$ cat src/rtl/control_sequencer_pkg.sv
// Shared CPU constants: opcodes, ALU select codes, sequencer states and control-word layout.
// The datapath ALU imports the same ALU_* constants.
package cpu_pkg;

    localparam int unsigned OPCODE_W = 5;
    localparam int unsigned STATE_W  = 5;

    localparam logic [4:0] OP_LD   = 5'd0;
    localparam logic [4:0] OP_LDI  = 5'd1;
    localparam logic [4:0] OP_ST   = 5'd2;
    localparam logic [4:0] OP_ADD  = 5'd3;
    localparam logic [4:0] OP_SUB  = 5'd4;
    localparam logic [4:0] OP_SHR  = 5'd5;
    localparam logic [4:0] OP_SHL  = 5'd6;
    localparam logic [4:0] OP_ROR  = 5'd7;
    localparam logic [4:0] OP_ROL  = 5'd8;
    localparam logic [4:0] OP_AND  = 5'd9;
    localparam logic [4:0] OP_OR   = 5'd10;
    localparam logic [4:0] OP_ADDI = 5'd11;
    localparam logic [4:0] OP_ANDI = 5'd12;
    localparam logic [4:0] OP_ORI  = 5'd13;
    localparam logic [4:0] OP_MUL  = 5'd14;
    localparam logic [4:0] OP_DIV  = 5'd15;
    localparam logic [4:0] OP_NEG  = 5'd16;
    localparam logic [4:0] OP_NOT  = 5'd17;
    localparam logic [4:0] OP_BR   = 5'd18;
    localparam logic [4:0] OP_JR   = 5'd19;
    localparam logic [4:0] OP_JAL  = 5'd20;
    localparam logic [4:0] OP_IN   = 5'd21;
    localparam logic [4:0] OP_OUT  = 5'd22;
    localparam logic [4:0] OP_MFHI = 5'd23;
    localparam logic [4:0] OP_MFLO = 5'd24;
    localparam logic [4:0] OP_NOP  = 5'd25;
    localparam logic [4:0] OP_HALT = 5'd26;

    localparam logic [3:0] ALU_NONE = 4'h0;
    localparam logic [3:0] ALU_ADD  = 4'h1;
    localparam logic [3:0] ALU_SUB  = 4'h2;
    localparam logic [3:0] ALU_SHR  = 4'h3;
    localparam logic [3:0] ALU_SHL  = 4'h4;
    localparam logic [3:0] ALU_ROR  = 4'h5;
    localparam logic [3:0] ALU_AND  = 4'h6;
    localparam logic [3:0] ALU_OR   = 4'h7;
    localparam logic [3:0] ALU_ROL  = 4'h8;
    localparam logic [3:0] ALU_INC  = 4'h9;
    localparam logic [3:0] ALU_MUL  = 4'hA;
    localparam logic [3:0] ALU_DIV  = 4'hB;
    localparam logic [3:0] ALU_NEG  = 4'hC;
    localparam logic [3:0] ALU_NOT  = 4'hD;

    typedef enum logic [STATE_W-1:0] {
        T0   = 5'd0,
        T1   = 5'd1,
        T2   = 5'd2,
        T3   = 5'd3,
        T4   = 5'd4,
        T5   = 5'd5,
        T6   = 5'd6,
        T7   = 5'd7,
        HALT = 5'd8
    } state_t;

    typedef struct packed {
        logic ld;
        logic ldi;
        logic st;
        logic rtype;
        logic imm;
        logic muldiv;
        logic negnot;
        logic br;
        logic jr;
        logic jal;
        logic inp;
        logic outp;
        logic mfhi;
        logic mflo;
        logic nop;
        logic halt;
    } iclass_t;

    typedef struct packed {
        logic       pcout, pcin, incpc, marin, mdrin, mdrout, read, write;
        logic       rin, rout, gra, grb, grc, baout, r15ctrl;
        logic       yin, zin, zlowout, zhighout, hiin, hiout, loin, loout, cout;
        logic       irin, conin, conout, inportout, outportin;
        logic [3:0] alu;
    } ctrl_t;

    // ALU operation an opcode applies in its compute step; ALU_NONE where it has none.
    function automatic logic [3:0] alu_of(input logic [4:0] op);
        case (op)
            OP_ADD, OP_ADDI: alu_of = ALU_ADD;
            OP_SUB:          alu_of = ALU_SUB;
            OP_SHR:          alu_of = ALU_SHR;
            OP_SHL:          alu_of = ALU_SHL;
            OP_ROR:          alu_of = ALU_ROR;
            OP_ROL:          alu_of = ALU_ROL;
            OP_AND, OP_ANDI: alu_of = ALU_AND;
            OP_OR, OP_ORI:   alu_of = ALU_OR;
            OP_MUL:          alu_of = ALU_MUL;
            OP_DIV:          alu_of = ALU_DIV;
            OP_NEG:          alu_of = ALU_NEG;
            OP_NOT:          alu_of = ALU_NOT;
            default:         alu_of = ALU_NONE;
        endcase
    endfunction

endpackage

$ cat src/rtl/control_sequencer_if.sv
// Control bus between the hardwired sequencer (master) and the datapath (slave).
interface control_sequencer_if;
    logic [31:0] IR;
    logic        stop;
    logic        Run;
    logic        PCout, PCin, IncPC, MARin, MDRin, MDRout, Read, Write;
    logic        Rin, Rout, Gra, Grb, Grc, BAout, R15ctrl;
    logic        Yin, Zin, ZLowout, ZHighout, HIin, HIout, LOin, LOout, Cout;
    logic        IRin, conIn, conOut, InPortout, outPortin;
    logic [3:0]  ALUselect;

    modport master (
        input  IR, stop,
        output Run,
        output PCout, PCin, IncPC, MARin, MDRin, MDRout, Read, Write,
        output Rin, Rout, Gra, Grb, Grc, BAout, R15ctrl,
        output Yin, Zin, ZLowout, ZHighout, HIin, HIout, LOin, LOout, Cout,
        output IRin, conIn, conOut, InPortout, outPortin,
        output ALUselect
    );

    modport slave (
        output IR, stop,
        input  Run,
        input  PCout, PCin, IncPC, MARin, MDRin, MDRout, Read, Write,
        input  Rin, Rout, Gra, Grb, Grc, BAout, R15ctrl,
        input  Yin, Zin, ZLowout, ZHighout, HIin, HIout, LOin, LOout, Cout,
        input  IRin, conIn, conOut, InPortout, outPortin,
        input  ALUselect
    );
endinterface

$ cat src/rtl/control_sequencer_opcode_decoder.sv
// Maps the IR opcode field to a one-hot instruction class and its number of execute steps (T3 onward).
module opcode_decoder
    import cpu_pkg::*;
(
    input  logic [4:0] opcode,
    output iclass_t    cls,
    output logic [2:0] exec_len
);

    always_comb begin
        cls      = '0;
        exec_len = '0;
        case (opcode)
            OP_LD:   begin cls.ld  = 1'b1; exec_len = 3'd5; end
            OP_LDI:  begin cls.ldi = 1'b1; exec_len = 3'd3; end
            OP_ST:   begin cls.st  = 1'b1; exec_len = 3'd5; end
            OP_ADD, OP_SUB, OP_SHR, OP_SHL, OP_ROR, OP_ROL, OP_AND, OP_OR:
                     begin cls.rtype  = 1'b1; exec_len = 3'd3; end
            OP_ADDI, OP_ANDI, OP_ORI:
                     begin cls.imm    = 1'b1; exec_len = 3'd3; end
            OP_MUL, OP_DIV:
                     begin cls.muldiv = 1'b1; exec_len = 3'd4; end
            OP_NEG, OP_NOT:
                     begin cls.negnot = 1'b1; exec_len = 3'd2; end
            OP_BR:   begin cls.br   = 1'b1; exec_len = 3'd4; end
            OP_JR:   begin cls.jr   = 1'b1; exec_len = 3'd1; end
            OP_JAL:  begin cls.jal  = 1'b1; exec_len = 3'd2; end
            OP_IN:   begin cls.inp  = 1'b1; exec_len = 3'd1; end
            OP_OUT:  begin cls.outp = 1'b1; exec_len = 3'd1; end
            OP_MFHI: begin cls.mfhi = 1'b1; exec_len = 3'd1; end
            OP_MFLO: begin cls.mflo = 1'b1; exec_len = 3'd1; end
            // halt spends one silent T3 before parking in HALT
            OP_HALT: begin cls.halt = 1'b1; exec_len = 3'd1; end
            default: begin cls.nop  = 1'b1; exec_len = 3'd0; end
        endcase
    end

endmodule

$ cat src/rtl/control_sequencer.sv
// Hardwired Moore control sequencer: fetch T0-T2, opcode-specific execute T3-T7, HALT until reset.
module control_sequencer
    import cpu_pkg::*;
#(
    parameter int unsigned OPW = 5,
    parameter int unsigned SW  = 5
) (
    input  logic                 clk,
    input  logic                 reset_n,
    control_sequencer_if.master  cs
);

    if (OPW != OPCODE_W || SW != STATE_W) begin : g_bad_width
        $error("control_sequencer: OPW/SW must match cpu_pkg widths");
    end

    state_t     state_q, state_d;
    logic       run_q;
    iclass_t    cls;
    logic [2:0] exec_len;
    logic [4:0] opcode;
    logic [2:0] last_step;
    logic       is_last;
    ctrl_t      c;

    assign opcode = cs.IR[31 -: OPW];

    opcode_decoder u_dec (
        .opcode   (opcode),
        .cls      (cls),
        .exec_len (exec_len)
    );

    // run_q holds off T0 outputs until the first edge after reset is released
    always_ff @(posedge clk or negedge reset_n) begin
        if (!reset_n) begin
            state_q <= T0;
            run_q   <= 1'b0;
        end else begin
            state_q <= state_d;
            run_q   <= 1'b1;
        end
    end

    assign last_step = 3'd2 + exec_len;
    assign is_last   = (state_q == state_t'({2'b00, last_step}));

    always_comb begin
        state_d = state_q;
        if (!run_q) begin
            state_d = T0;
        end else if (state_q == HALT) begin
            state_d = HALT;
        end else if (is_last) begin
            state_d = (cls.halt || cs.stop) ? HALT : T0;
        end else begin
            state_d = state_t'(state_q + 5'd1);
        end
    end

    always_comb begin
        c = '0;
        if (run_q) begin
            case (state_q)
                T0: begin c.pcout = 1'b1; c.marin = 1'b1; c.incpc = 1'b1; c.zin = 1'b1; c.alu = ALU_INC; end
                T1: begin c.zlowout = 1'b1; c.pcin = 1'b1; c.read = 1'b1; c.mdrin = 1'b1; end
                T2: begin c.mdrout = 1'b1; c.irin = 1'b1; end
                T3: begin
                    if (cls.ld || cls.ldi || cls.st) begin c.grb = 1'b1; c.baout = 1'b1; c.yin = 1'b1; end
                    if (cls.rtype || cls.imm)        begin c.grb = 1'b1; c.rout = 1'b1; c.yin = 1'b1; end
                    if (cls.muldiv)                  begin c.gra = 1'b1; c.rout = 1'b1; c.yin = 1'b1; end
                    if (cls.negnot) begin c.grb = 1'b1; c.rout = 1'b1; c.zin = 1'b1; c.alu = alu_of(opcode); end
                    if (cls.br)   begin c.gra = 1'b1; c.rout = 1'b1; c.conin = 1'b1; end
                    if (cls.jr)   begin c.gra = 1'b1; c.rout = 1'b1; c.pcin = 1'b1; end
                    if (cls.jal)  begin c.pcout = 1'b1; c.r15ctrl = 1'b1; end
                    if (cls.inp)  begin c.inportout = 1'b1; c.gra = 1'b1; c.rin = 1'b1; end
                    if (cls.outp) begin c.gra = 1'b1; c.rout = 1'b1; c.outportin = 1'b1; end
                    if (cls.mfhi) begin c.hiout = 1'b1; c.gra = 1'b1; c.rin = 1'b1; end
                    if (cls.mflo) begin c.loout = 1'b1; c.gra = 1'b1; c.rin = 1'b1; end
                end
                T4: begin
                    if (cls.ld || cls.ldi || cls.st) begin c.cout = 1'b1; c.zin = 1'b1; c.alu = ALU_ADD; end
                    if (cls.rtype)  begin c.grc = 1'b1; c.rout = 1'b1; c.zin = 1'b1; c.alu = alu_of(opcode); end
                    if (cls.imm)    begin c.cout = 1'b1; c.zin = 1'b1; c.alu = alu_of(opcode); end
                    if (cls.muldiv) begin c.grb = 1'b1; c.rout = 1'b1; c.zin = 1'b1; c.alu = alu_of(opcode); end
                    if (cls.negnot) begin c.zlowout = 1'b1; c.gra = 1'b1; c.rin = 1'b1; end
                    if (cls.br)     begin c.pcout = 1'b1; c.yin = 1'b1; end
                    if (cls.jal)    begin c.gra = 1'b1; c.rout = 1'b1; c.pcin = 1'b1; end
                end
                T5: begin
                    if (cls.ld || cls.st) begin c.zlowout = 1'b1; c.marin = 1'b1; end
                    if (cls.ldi || cls.rtype || cls.imm) begin c.zlowout = 1'b1; c.gra = 1'b1; c.rin = 1'b1; end
                    if (cls.muldiv) begin c.zlowout = 1'b1; c.loin = 1'b1; end
                    if (cls.br)     begin c.cout = 1'b1; c.zin = 1'b1; c.alu = ALU_ADD; end
                end
                T6: begin
                    if (cls.ld)     begin c.read = 1'b1; c.mdrin = 1'b1; end
                    if (cls.st)     begin c.gra = 1'b1; c.rout = 1'b1; c.mdrin = 1'b1; end
                    if (cls.muldiv) begin c.zhighout = 1'b1; c.hiin = 1'b1; end
                    if (cls.br)     begin c.zlowout = 1'b1; c.conout = 1'b1; end
                end
                T7: begin
                    if (cls.ld) begin c.mdrout = 1'b1; c.gra = 1'b1; c.rin = 1'b1; end
                    if (cls.st) begin c.mdrout = 1'b1; c.write = 1'b1; end
                end
                default: c = '0;
            endcase
        end
    end

    assign cs.Run       = run_q && (state_q != HALT);
    assign cs.PCout     = c.pcout;
    assign cs.PCin      = c.pcin;
    assign cs.IncPC     = c.incpc;
    assign cs.MARin     = c.marin;
    assign cs.MDRin     = c.mdrin;
    assign cs.MDRout    = c.mdrout;
    assign cs.Read      = c.read;
    assign cs.Write     = c.write;
    assign cs.Rin       = c.rin;
    assign cs.Rout      = c.rout;
    assign cs.Gra       = c.gra;
    assign cs.Grb       = c.grb;
    assign cs.Grc       = c.grc;
    assign cs.BAout     = c.baout;
    assign cs.R15ctrl   = c.r15ctrl;
    assign cs.Yin       = c.yin;
    assign cs.Zin       = c.zin;
    assign cs.ZLowout   = c.zlowout;
    assign cs.ZHighout  = c.zhighout;
    assign cs.HIin      = c.hiin;
    assign cs.HIout     = c.hiout;
    assign cs.LOin      = c.loin;
    assign cs.LOout     = c.loout;
    assign cs.Cout      = c.cout;
    assign cs.IRin      = c.irin;
    assign cs.conIn     = c.conin;
    assign cs.conOut    = c.conout;
    assign cs.InPortout = c.inportout;
    assign cs.outPortin = c.outportin;
    assign cs.ALUselect = c.alu;

endmodule

$ cat src/flat_wrapper.sv
// flat-port wrapper written by rule: the top's interface ports become plain ports
module control_sequencer_flat import cpu_pkg::*;
#(
    parameter int unsigned OPW = 5,
    parameter int unsigned SW  = 5
)
  (clk, reset_n, cs_IR, cs_stop, cs_Run, cs_PCout, cs_PCin, cs_IncPC, cs_MARin, cs_MDRin, cs_MDRout, cs_Read, cs_Write, cs_Rin, cs_Rout, cs_Gra, cs_Grb, cs_Grc, cs_BAout, cs_R15ctrl, cs_Yin, cs_Zin, cs_ZLowout, cs_ZHighout, cs_HIin, cs_HIout, cs_LOin, cs_LOout, cs_Cout, cs_IRin, cs_conIn, cs_conOut, cs_InPortout, cs_outPortin, cs_ALUselect);
  control_sequencer_if cs_i ();
  input  logic clk;
  input  logic reset_n;
  input wire logic [$bits(cs_i.IR)-1:0] cs_IR;
  input wire logic [$bits(cs_i.stop)-1:0] cs_stop;
  output wire logic [$bits(cs_i.Run)-1:0] cs_Run;
  output wire logic [$bits(cs_i.PCout)-1:0] cs_PCout;
  output wire logic [$bits(cs_i.PCin)-1:0] cs_PCin;
  output wire logic [$bits(cs_i.IncPC)-1:0] cs_IncPC;
  output wire logic [$bits(cs_i.MARin)-1:0] cs_MARin;
  output wire logic [$bits(cs_i.MDRin)-1:0] cs_MDRin;
  output wire logic [$bits(cs_i.MDRout)-1:0] cs_MDRout;
  output wire logic [$bits(cs_i.Read)-1:0] cs_Read;
  output wire logic [$bits(cs_i.Write)-1:0] cs_Write;
  output wire logic [$bits(cs_i.Rin)-1:0] cs_Rin;
  output wire logic [$bits(cs_i.Rout)-1:0] cs_Rout;
  output wire logic [$bits(cs_i.Gra)-1:0] cs_Gra;
  output wire logic [$bits(cs_i.Grb)-1:0] cs_Grb;
  output wire logic [$bits(cs_i.Grc)-1:0] cs_Grc;
  output wire logic [$bits(cs_i.BAout)-1:0] cs_BAout;
  output wire logic [$bits(cs_i.R15ctrl)-1:0] cs_R15ctrl;
  output wire logic [$bits(cs_i.Yin)-1:0] cs_Yin;
  output wire logic [$bits(cs_i.Zin)-1:0] cs_Zin;
  output wire logic [$bits(cs_i.ZLowout)-1:0] cs_ZLowout;
  output wire logic [$bits(cs_i.ZHighout)-1:0] cs_ZHighout;
  output wire logic [$bits(cs_i.HIin)-1:0] cs_HIin;
  output wire logic [$bits(cs_i.HIout)-1:0] cs_HIout;
  output wire logic [$bits(cs_i.LOin)-1:0] cs_LOin;
  output wire logic [$bits(cs_i.LOout)-1:0] cs_LOout;
  output wire logic [$bits(cs_i.Cout)-1:0] cs_Cout;
  output wire logic [$bits(cs_i.IRin)-1:0] cs_IRin;
  output wire logic [$bits(cs_i.conIn)-1:0] cs_conIn;
  output wire logic [$bits(cs_i.conOut)-1:0] cs_conOut;
  output wire logic [$bits(cs_i.InPortout)-1:0] cs_InPortout;
  output wire logic [$bits(cs_i.outPortin)-1:0] cs_outPortin;
  output wire logic [$bits(cs_i.ALUselect)-1:0] cs_ALUselect;
  assign cs_i.IR = cs_IR;
  assign cs_i.stop = cs_stop;
  assign cs_Run = cs_i.Run;
  assign cs_PCout = cs_i.PCout;
  assign cs_PCin = cs_i.PCin;
  assign cs_IncPC = cs_i.IncPC;
  assign cs_MARin = cs_i.MARin;
  assign cs_MDRin = cs_i.MDRin;
  assign cs_MDRout = cs_i.MDRout;
  assign cs_Read = cs_i.Read;
  assign cs_Write = cs_i.Write;
  assign cs_Rin = cs_i.Rin;
  assign cs_Rout = cs_i.Rout;
  assign cs_Gra = cs_i.Gra;
  assign cs_Grb = cs_i.Grb;
  assign cs_Grc = cs_i.Grc;
  assign cs_BAout = cs_i.BAout;
  assign cs_R15ctrl = cs_i.R15ctrl;
  assign cs_Yin = cs_i.Yin;
  assign cs_Zin = cs_i.Zin;
  assign cs_ZLowout = cs_i.ZLowout;
  assign cs_ZHighout = cs_i.ZHighout;
  assign cs_HIin = cs_i.HIin;
  assign cs_HIout = cs_i.HIout;
  assign cs_LOin = cs_i.LOin;
  assign cs_LOout = cs_i.LOout;
  assign cs_Cout = cs_i.Cout;
  assign cs_IRin = cs_i.IRin;
  assign cs_conIn = cs_i.conIn;
  assign cs_conOut = cs_i.conOut;
  assign cs_InPortout = cs_i.InPortout;
  assign cs_outPortin = cs_i.outPortin;
  assign cs_ALUselect = cs_i.ALUselect;
  control_sequencer #(.OPW(OPW), .SW(SW)) u_core (.clk(clk), .reset_n(reset_n), .cs(cs_i));
endmodule
$ cat config.mk
export PLATFORM = sky130hd
export DESIGN_NAME = control_sequencer_flat
export DESIGN_NICKNAME = d
export VERILOG_FILES = /design/src/rtl/control_sequencer_pkg.sv /design/src/rtl/control_sequencer_if.sv /design/src/rtl/control_sequencer_opcode_decoder.sv /design/src/rtl/control_sequencer.sv /design/src/flat_wrapper.sv
export SDC_FILE = /design/constraint.sdc
export NUM_CORES = 1
export LEC_CHECK = 0
export CAP_MARGIN = 20
export CELL_PAD_IN_SITES_DETAIL_PLACEMENT = 2
export CELL_PAD_IN_SITES_GLOBAL_PLACEMENT = 2
export CORE_ASPECT_RATIO = 1.1
export CORE_UTILIZATION = 20
export DETAILED_ROUTE_END_ITERATION = 16
export PLACE_DENSITY = 0.92
export SLEW_MARGIN = 0
export SYNTH_ARGS = -nofsm -noshare
export SYNTH_HDL_FRONTEND = slang
export SYNTH_SLANG_ARGS = --single-unit
$ cat constraint.sdc
create_clock -name clk -period 2.74 [get_ports clk]
set_input_delay 0.274 -clock clk [delete_from_list [all_inputs] [get_ports clk]]
set_output_delay 0.274 -clock clk [all_outputs]
set_load 0.01 [all_outputs]
==> summary.txt, run 1 <==
Run status
  – Status: completed

Logic synthesis
  – Main combinational cell family by area after synthesis: simple AND/OR/NAND/NOR gates
  – Main synth FF type: dfrtp_1
  – Synth Area in XOR/XNOR: 2.44%
  – Post-synthesis mux area share: 0.698%
  – Syn Inst Count: 228
  – Syn_area_per_cell: 6.29 um2
  – Count of cell types in the netlist: 56
  – #FFs+latches synth: 6
  – Syn nets: 271
  – Sequential fraction of the synthesis area: 10.5%
  – Mapped Area: 0.00143 mm2
  – Synth Area in Simple Gates: 38.3%
  – Synth top area cells: dfrtp_1 10%, o21ai_0 8.4%, ha_1 7.0%, nand2_1 6.8%, nor2_1 6.5%
  – Area share of the largest cell type after synthesis: 10.5%
  – Post-synthesis adder-cell area fraction: 6.98%
  – Syn. warnings: 0
  – Fraction of registers with async set or reset after synthesis: 100%
  – Post-synth EDFFs: 0
  – Post-synth top area cell: dfrtp_1
  – Post-synthesis compound-gate area fraction: 32.6%

Worst setup path
  – Critical path class: input port to output port
  – CP max FO: 4
  – Most common cell on crit path: a21oi_1
  – Crit path cell chain: dlygate4sd2_1 > buf_4 > ha_4 > nor2_4 > a21oi_1 > o311ai_2 > a2bb2oi_2 > o21ai_2 > nor3_2 > a21oi_1 > clkdlybuf4s15_1
  – R2R Setup Slk: 0.96 ns
  – Startpoint Class: input port
  – Bufs and invs on worst path: 3
  – Crit path max-delay family: compound AO/OA/AOI/OAI gates
  – FF-to-FF path depth: 8
  – R2r startpoint: u_core.state_q[1]
  – Crit. End Element: output port
  – Critical Path AT: 2.39 ns
  – Critical Path Slowest Stage Cell: o311ai_2
  – Critical path's largest stage delay: 0.34 ns
  – Worst Path Required: 2.47 ns
  – Reg-to-reg endpoint: u_core.state_q[0]

Cells and area
  – Fin cells: 401
  – Ant. Diodes: 0
  – Share of layout cells above drive strength 1: 31.0%
  – Area grow syn2layout: 74.6%
  – Most common cell after layout, fill and taps aside: buf_4
  – Post-route core utilization: 35.9%
  – Area of all placed cells without fillers: 0.00250 mm2
  – Nets@finish: 361
  – Most frequent cells in the layout: 60 x buf_4, 28 x clkdlybuf4s50_1, 26 x nand2_1

Clocking
  – CTS Buffer Depth: 2
  – Root Driver: clkbuf_8
  – Latest clock arrival within the worst-skew pair: 0.22 ns
  – Clock sink count: 6
  – Cts hold-fix bufs: 0
  – CTS buffer count: 3
  – Worst-path clk slew: 0.04 ns
  – CTS H-tree lvls: 1
  – CTS tree: built

Placement
  – Placed Area: 0.00231 mm2
  – Placed cell count: 396
  – HPWL Detailed: 6640 um
  – Port Buf Inserts: 41
  – Final RePlAce weighted congestion: 0.901
  – Setup WS pre-CTS: -0.607 ns

GRT
  – Largest net degree at the start of global routing: 17
  – Gr usage total: 22.6%
  – First-pass GRT wire length: 12900 um
  – Vias in the first global route: 2460
  – Initial antenna violation count: 0
  – Global route overflow: 0

Floorplan
  – Core area: 0.00697 mm2
  – Die Y: 90.8 um
  – Total die area: 0.00751 mm2
  – Row cnt: 32
  – I/O pin cnt: 69
  – Initial core utilization: 20.6%
  – Width of the die: 82.7 um

Power and ir drop
  – Leakage: 1.06 nW
  – Worst vdd ir: 0.331 mV
  – Power Density: 439 mW/mm2

Routing
  – Drt wl/cell: 20.7 um
  – DRC: 0
  – ANT nets after route: 0
  – Routed WL: 8300 um
  – Via count: 2132
  – DRT Pass-1 Iters: 4
  – Vias per inst: 5.32
  – DR iter-0 viols: 79

STA
  – Worst setup margin: 0.0726 ns
  – Worst slew margin: 55.3%
  – Setup-failing EPs final: 0
  – Endpoints failing hold: 0
  – Final Skew: 0.00305 ns
  – Post-route minimum period: 2.67 ns
  – Max Slew Vio Count: 0
  – Maximum clock rate: 0.375 GHz
  – RSZ-0062 raised after global routing: yes
  – WHS: 0.292 ns
  – Measured slew at the worst slew-check pin: 0.662 ns
  – Final period utilization: 97.4%

Job
  – MaxCap Viol Count: 0

Hold path
  – Hold Crit Class: input port to asynchronous set/reset pin
==> synthesized netlist by cell type, types with 4 or more instances <==
cell type	n
a21oi_1	17
and2_1	5
and3_1	5
buf_2	7
clkbuf_1	5
dfrtp_1	6
ha_1	8
inv_1	9
nand2_1	26
nand2b_1	7
nand3_1	9
nor2_1	25
nor2b_1	5
nor3_1	9
nor4_1	4
o21ai_0	24
==> layer usage <==
layer  routed length [um]  share of wire (%)  track usage [%]  vias up
li1                     -                  -                -      995
met1                 3330                 40             25.4     1050
met2                 4470                 54             42.2       64
met3                  227                2.7             2.02       23
met4                  273                3.3             7.90        0
met5                    0                  0                0        -
==> worst max-delay path by stage <==
stage / startpoint / cells after the start / to
floorplan: cs_IR[27] / 8 / cs_ALUselect[0]
global placement: cs_IR[28] / 9 / cs_ALUselect[0]
detailed placement: cs_IR[28] / 11 / cs_Gra
CTS: cs_IR[29] / 8 / cs_Zin
global route: u_core.state_q[1] / 7 / cs_Grc
finish: cs_IR[28] / 11 / cs_Gra
==> state kept, by name, indices dropped and copies added, names as in the netlist <==
| name | count |
|---|---|
| u_core.run_q | 1 |
| u_core.state_q | 5 |
==> per-stage QoR <==
step                setup TNS, ns  power, mW
floorplan                       0      0.503
global placement            -2.69      0.864
detailed placement          -5.73      0.923
CTS                             0       1.08
global route             -0.00833       1.18
finish                          0       1.10
==> power breakdown <==
group,switching (mW),internal (mW)
sequential,0.0142,0.108
combinational,0.478,0.369
clock,0.0355,0.0941
total,0.528,0.571
==> cell type report <==
cell class | count | area, um2
flip-flops and latches | 6 | 150
inverters | 10 | 37.5
multi-input cells | 196 | 1310
well taps | 85 | 106
clock buffers | 3 | 41.3
fillers | 829 | 4460
repair buffers | 101 | 862
==> logic make-up after synthesis <==
kind of cell | after synthesis
AO/OA/AOI/OAI | 72
XOR/XNOR | 4
adder cells (fa/ha/maj) | 8
buffers and inverters | 26
flip-flops | 6
multiplexers | 1
other | 1
AND/OR/NAND/NOR | 110
==> what timing repair did <==
action                                  CTS  global route
gates cloned                              0             0
resized for setup                        42            13
buffers inserted                          0             2
endpoints found under the setup margin   21            17
pin swaps                                 9             6
Note: power is estimated with default switching activity, not from simulation.
==> run 2: changes to the inputs <==
--- a/config.mk
+++ b/config.mk
@@ -9,6 +9,7 @@
 export CELL_PAD_IN_SITES_DETAIL_PLACEMENT = 2
 export CELL_PAD_IN_SITES_GLOBAL_PLACEMENT = 2
 export CORE_ASPECT_RATIO = 1.1
+export CORE_MARGIN = 5
 export CORE_UTILIZATION = 20
 export DETAILED_ROUTE_END_ITERATION = 16
 export PLACE_DENSITY = 0.92
==> run 2 against run 1 <==
Register-to-register slack better by 0.04 ns. Count of clock-buffer cells in the layout did not move. Power decreased by 0.58%. Die area is 19% higher. Sequential share of layout area is 0.083 points lower. First-iteration DRC count increased by 22%. Wire length rose by 3.0%. Final cell count is 0.75% higher. Flip-flop and latch count did not move. Via count unchanged. Hold slack got worse by 0.0016 ns. Critical path type unchanged. Critical endpoint is now cs_MDRin. Largest power group unchanged. Highest routed layer unchanged.
==> summary.txt, run 2 (synthesized netlist as in run 1, its figures left out) <==
Run status
  – Status: completed

Worst setup path
  – Crit. End Element: output port
  – Critical Path Slowest Stage Cell: clkdlybuf4s50_1
  – Critical path class: input port to output port
  – Bufs and invs on worst path: 2 (-1)
  – CP max FO: 6 (+2)
  – Crit path max-delay family: buffers and inverters
  – Critical path's largest stage delay: 0.60 ns (+0.26 ns)
  – Critical Path AT: 2.40 ns (about the same)
  – Worst Path Required: 2.47 ns (about the same)
  – Crit path cell chain: clkdlybuf4s50_1 > or2_4 > nor2_1 > o21ai_0 > o21ai_0 > clkdlybuf4s50_1
  – Startpoint Class: input port

GRT
  – Global route overflow: 0 (unchanged)
  – GR Util met3: 0.458% (-1.6 points)
  – M2 GR Usage: 36.6% (-5.7 points)
  – First-pass GRT wire length: 13600 um (+5.5%)
  – GRT Max-Usage Layer: met2
  – Initial antenna violation count: 0 (unchanged)
  – Gr usage total: 18.6% (-3.9 points)
  – Vias in the first global route: 2513 (+2.2%)
  – Largest net degree at the start of global routing: 17 (unchanged)
  – Global routing usage on met1: 21.1% (-4.3 points)

Routing
  – ANT nets after route: 0 (unchanged)
  – DRT Pass-1 Iters: 4 (unchanged)
  – Drt wl/cell: 21.1 um (+2.2%)
  – Via count: 2132 (unchanged)
  – Routed WL: 8540 um (+3.0%)
  – Vias per inst: 5.28 (-0.74%)
  – DRC: 0 (unchanged)
  – DR iter-0 viols: 96 (+22%)

STA
  – Max Slew Vio Count: 0 (unchanged)
  – Final period utilization: 97.7% (+0.38 points)
  – Worst slew margin: 56.8% (+1.4 points)
  – Endpoints failing hold: 0 (unchanged)
  – Setup TNS: 0 ns (unchanged)
  – Setup-failing EPs final: 0 (unchanged)
  – Post-route minimum period: 2.68 ns (+0.0103 ns)
  – Final Skew: 0.000787 ns (-0.00226 ns)
  – WHS: 0.290 ns (-0.00159 ns)
  – Maximum clock rate: 0.373 GHz (-0.38%)
  – Measured slew at the worst slew-check pin: 0.640 ns (-0.0213 ns)

Placement
  – Placed Area: 0.00232 mm2 (+0.65%)
  – Placed cell count: 398 (+0.51%)
  – Port Buf Inserts: 41 (unchanged)
  – Final RePlAce weighted congestion: 0.878 (-2.6%)
  – HPWL Detailed: 7050 um (+6.2%)

Clocking
  – Clock sink count: 6 (unchanged)
  – Latest clock arrival within the worst-skew pair: 0.22 ns (about the same)
  – CTS Buffer Depth: 2 (unchanged)
  – Cts hold-fix bufs: 0 (unchanged)
  – Root Driver: clkbuf_8
  – CTS H-tree lvls: 1 (unchanged)
  – Worst-path clk slew: 0.03 ns (about the same)
  – CTS buffer count: 3 (unchanged)
  – CTS tree: built

Cells and area
  – Area grow syn2layout: 77.1%
  – Biggest regs: u_core.state_q x5, u_core.run_q x1
  – Most common cell after layout, fill and taps aside: buf_4
  – Share of layout cells above drive strength 1: 33.2% (+2.2 points)
  – Filler instances: 820 (-1.1%)
  – Nets@finish: 364 (+0.83%)
  – Largest Register: u_core.state_q
  – Fin cells: 404 (+0.75%)
  – Most frequent cells in the layout: 61 x buf_4, 25 x clkdlybuf4s50_1, 24 x nand2_1
  – Number of flip-flops in the largest register: 5 (unchanged)
  – Ant. Diodes: 0 (unchanged)
  – Area of all placed cells without fillers: 0.00254 mm2 (+1.4%)

Floorplan
  – Initial core utilization: 20.5% (-0.12 points)
  – Width of the die: 90.7 um (+9.7%)
  – Row cnt: 32 (unchanged)
  – Die Y: 98.8 um (+8.8%)
  – Core area: 0.00701 mm2 (+0.57%)
  – Total die area: 0.00896 mm2 (+19%)
  – I/O pin cnt: 69 (unchanged)

Power and ir drop
  – Leakage: 1.09 nW (+3.2%)
  – Power Density: 430 mW/mm2 (-1.9%)
  – Worst vdd ir: 0.321 mV (-3.1%)

Job
  – MaxCap Viol Count: 0 (unchanged)

Hold path
  – Hold Crit Class: input port to asynchronous set/reset pin
run 2: per-stage QoR:
step / worst slack [ns] / total power [mW] / utilization (%)
after floorplan: 0.545 / 0.503 / -
after CTS: -0.0620 / 1.09 / 35.1
final: 0.0623 / 1.09 / 36.2
after detailed placement: -0.721 / 0.926 / 33.1
after global placement: -0.466 / 0.865 / 33.1
after global routing: -0.00970 / 1.17 / 36.2
run 2: what timing repair did:
item                       CTS  global route
resized for setup           47            23
pin swaps                    3             5
setup endpoints to repair   21            27
setup buffers                1             2
run 2: power by group:
group          leakage (nW)  internal (mW)  total (mW)  switching (mW)
Combinational         0.992          0.360       0.841           0.481
Sequential           0.0792          0.108       0.122          0.0144
Clock                0.0216         0.0941       0.130          0.0356
run 2: final cells by class:
type | instances | area, um2 | area share [%]
sequential | 6 | 150 | 5.91
multi-input combinational | 196 | 1330 | 52.4
inverter | 10 | 37.5 | 1.48
timing repair buffer | 104 | 873 | 34.4
tap | 85 | 106 | 4.19
clock buffer | 3 | 41.3 | 1.63
run 2: final timing paths:
path                                    from  cells past startpoint  slack, ns                 to
min reg2reg                u_core.state_q[0]                      2       0.58  u_core.state_q[0]
max in group asynchronous            reset_n                      1       2.24  u_core.state_q[4]
min                                  reset_n                      1       0.29  u_core.state_q[0]
max reg2reg                u_core.state_q[1]                      8       1.00  u_core.state_q[1]
min in group clk           u_core.state_q[0]                      2       0.58  u_core.state_q[0]
max                                cs_IR[29]                      6       0.06           cs_MDRin
run 2: metal layers:
metal  part of all wire, %  vias to the layer above  wire, um
met5                     0                        -         0
li1                      -                     1001         -
met2                    54                       56      4640
met3                   1.8                       18       157
met1                    41                     1057      3470
met4                   3.3                        0       279
==> run 3: changes to the inputs <==
--- a/config.mk
+++ b/config.mk
@@ -5,14 +5,16 @@
 export SDC_FILE = /design/constraint.sdc
 export NUM_CORES = 1
 export LEC_CHECK = 0
+export ABC_AREA = 1
 export CAP_MARGIN = 20
 export CELL_PAD_IN_SITES_DETAIL_PLACEMENT = 2
 export CELL_PAD_IN_SITES_GLOBAL_PLACEMENT = 2
 export CORE_ASPECT_RATIO = 1.1
 export CORE_MARGIN = 5
-export CORE_UTILIZATION = 20
+export CORE_UTILIZATION = 19
 export DETAILED_ROUTE_END_ITERATION = 16
-export PLACE_DENSITY = 0.92
+export PLACE_DENSITY = 0.93
+export SETUP_SLACK_MARGIN = 0.5
 export SLEW_MARGIN = 0
 export SYNTH_ARGS = -nofsm -noshare
 export SYNTH_HDL_FRONTEND = slang
==> run 3 against run 2 <==
Global-route usage up 1.8 points. Wire length up 27%. Power shrank 6.9%. Setup slack better by 0.28 ns. Via count is 12% higher. Maximum frequency grew 12%. Clock power about the same. Sequential power rose by 3%. Hold slack gained 0.011 ns.
==> summary.txt, run 3 <==
Logic synthesis
  – #FFs+latches synth: 6 (unchanged)
  – Most common library cells after synthesis: 54 x nand2_1, 46 x nor2_1, 32 x inv_1, 26 x nand3_1, 13 x a21oi_1
  – Post-synthesis adder-cell area fraction: 7.09% (+0.11 points)
  – Sequential fraction of the synthesis area: 10.6% (+0.16 points)
  – Post-synthesis mux area share: 0% (-0.70 points)
  – Mapped Area: 0.00141 mm2 (-1.5%)
  – Post-synthesis compound-gate area fraction: 16.5% (-16 points)
  – Post-synth EDFFs: 0 (unchanged)
  – Syn nets: 298 (+10%)
  – Count of cell types in the netlist: 33 (-41%)
  – Post-synth top area cell: nand2_1
  – Most numerous cell in the Yosys netlist: nand2_1
  – Main combinational cell family by area after synthesis: simple AND/OR/NAND/NOR gates
  – Synth Area in XOR/XNOR: 1.24% (-1.2 points)
  – Fraction of registers with async set or reset after synthesis: 100% (unchanged)
  – Synth Area in Simple Gates: 49.7% (+11 points)
  – Syn_area_per_cell: 5.54 um2 (-12%)
  – Main synth FF type: dfrtp_1
  – Synth top area cells: nand2_1 14%, nor2_1 12%, dfrtp_1 11%, nand3_1 9.2%, inv_1 8.5%
  – Area share of the largest cell type after synthesis: 14.3% (+3.9 points)
  – Syn. warnings: 0 (unchanged)
  – Syn Inst Count: 255 (+12%)

STA
  – Endpoints failing hold: 0 (unchanged)
  – Setup TNS: 0 ns (unchanged)
  – WHS: 0.301 ns (+0.0111 ns)
  – RSZ-0062 raised after global routing: yes
  – Final period utilization: 87.5% (-10 points)
  – Setup-failing EPs final: 0 (unchanged)
  – Post-route minimum period: 2.40 ns (-0.281 ns)
  – Maximum clock rate: 0.417 GHz (+12%)
  – Final Skew: 0.000438 ns (-0.000349 ns)
  – Max Slew Vio Count: 0 (unchanged)
  – Worst setup margin: 0.343 ns (+0.281 ns)

Cells and area
  – Number of flip-flops in the largest register: 5 (unchanged)
  – Most common cell after layout, fill and taps aside: buf_4
  – Most frequent cells in the layout: 89 x buf_4, 42 x nand2_1, 31 x nor2_1
  – Area grow syn2layout: 102%
  – Biggest regs: u_core.state_q x5, u_core.run_q x1
  – Nets@finish: 427 (+17%)
  – Fin cells: 470 (+16%)
  – Post-route core utilization: 38.9% (+2.6 points)
  – Share of layout cells above drive strength 1: 55.2% (+22 points)
  – Largest Register: u_core.state_q
  – Area of all placed cells without fillers: 0.00286 mm2 (+13%)

Clocking
  – Root Driver: clkbuf_8
  – CTS H-tree lvls: 1 (unchanged)
  – CTS tree: built
  – Latest clock arrival within the worst-skew pair: 0.22 ns (about the same)
  – Worst-path clk slew: 0.03 ns (about the same)
  – Clock sink count: 6 (unchanged)
  – CTS Buffer Depth: 2 (unchanged)
  – CTS buffer count: 3 (unchanged)

Placement
  – Final RePlAce weighted congestion: 0.889 (+1.2%)
  – Placed cell count: 435 (+9.3%)
  – HPWL Detailed: 6380 um (-9.6%)
  – Setup WS pre-CTS: -0.426 ns (+0.295 ns)
  – Placed Area: 0.00233 mm2 (+0.22%)
  – Port Buf Inserts: 41 (unchanged)

GRT
  – First-pass GRT wire length: 14800 um (+9.1%)
  – Largest net degree at the start of global routing: 10 (-7)
  – Global route overflow: 0 (unchanged)
  – Vias in the first global route: 2707 (+7.7%)
  – Initial antenna violation count: 1 (+1)
  – Gr usage total: 20.4% (+1.8 points)

Floorplan
  – Initial core utilization: 19.2% (-1.2 points)
  – Row cnt: 33 (+3.1%)
  – Die Y: 100 um (+1.6%)
  – Total die area: 0.00926 mm2 (+3.3%)
  – I/O pin cnt: 69 (unchanged)
  – Core area: 0.00735 mm2 (+4.9%)
  – Width of the die: 92.2 um (+1.6%)

Power and ir drop
  – Worst vdd ir: 0.261 mV (-19%)
  – Power Density: 356 mW/mm2 (-17%)
  – Total power: 1.02 mW (-6.9%)
  – Leakage: 1.45 nW (+33%)

Worst setup path
  – Critical Path AT: 2.12 ns (-0.28 ns)
  – CP max FO: 4 (-2)
  – Crit. End Element: output port
  – Startpoint Class: register
  – Worst Path Required: 2.47 ns (about the same)
  – Critical path class: register to output port

Routing
  – Routed WL: 10800 um (+27%)
  – DRT Pass-1 Iters: 4 (unchanged)
  – DR iter-0 viols: 121 (+26%)
  – Drt wl/cell: 23.0 um (+8.8%)
  – DRC: 0 (unchanged)
  – Vias per inst: 5.09 (-3.6%)
  – ANT nets after route: 0 (unchanged)
  – Via count: 2390 (+12%)

Run status
  – Status: completed

Job
  – MaxCap Viol Count: 0 (unchanged)

Hold path
  – Hold Crit Class: input port to asynchronous set/reset pin
## run 3: cell types whose count changed after synthesis, moves of 5 or more
cell,before,now
nand2_2,0,5
nor2b_1,5,0
o21ai_0,24,6
inv_1,9,32
and3_1,5,0
nand3_1,9,26
nand2b_1,7,0
and2_1,5,0
nor2_1,25,46
nand2_1,26,54
## run 3: repair_timing
action                                  4_1_cts  5_1_grt
buffers inserted                             16       15
endpoints found under the setup margin       37       30
resized for setup                           121       62
hold buffers                                  0        0
pin swaps                                    19       18
## run 3: cell families after synthesis
group,Yosys count
and+or+nand+nor,155
buffers and inverters,46
AOI/OAI and AO/OA,37
adders and majority gates,8
DFF,6
xor gates and xnor gates,2
other,1
## run 3: worst paths after layout
kind	slack, ns	start	to	cells past startpoint
worst min register to register	0.64	u_core.state_q[0]	u_core.state_q[0]	2
min in group clk	0.64	u_core.state_q[0]	u_core.state_q[0]	2
worst min-delay path	0.30	reset_n	u_core.state_q[4]	1
worst max register to register	1.27	u_core.state_q[1]	u_core.state_q[1]	10
max in group asynchronous	2.20	reset_n	u_core.state_q[2]	1
worst max-delay path	0.34	u_core.state_q[0]	cs_ALUselect[3]	10
## run 3: layout make-up
cell class	instances	area, um2
Antenna cell	1	2.50
Clock buffer	3	41.3
Fill cell	874	4490
Inverter	38	171
Multi-Input combinational cell	203	1360
Sequential cell	6	155
Tap cell	87	109
Timing Repair Buffer	132	1020
## run 3: where the power goes
part / switching, mW / internal (mW) / leakage [nW]
Clock: 0.0344 / 0.0941 / 0.0216
Combinational: 0.439 / 0.324 / 1.35
Sequential: 0.0223 / 0.104 / 0.0739
## run 3: routing by layer
| layer | routed length, um | vias up | GRT usage [%] |
|---|---|---|---|
| met1 | 4240 | 1204 | 22.1 |
| met2 | 5750 | 79 | 41.7 |
| met5 | 0 | - | 0 |
| met3 | 300 | 27 | 0.975 |
| met4 | 523 | 0 | 6.51 |
| li1 | - | 1080 | - |
## run 3: worst max-delay path, cell delays in order, from the launching register on
cell and delay (ns):
dfrtp_2 0.44, inv_2 0.10, ha_2 0.21, nand2_4 0.08, nor2_4 0.18, buf_4 0.14, buf_4 0.14, a21oi_1 0.08
nand3b_1 0.22, a21oi_2 0.17, buf_2 0.15
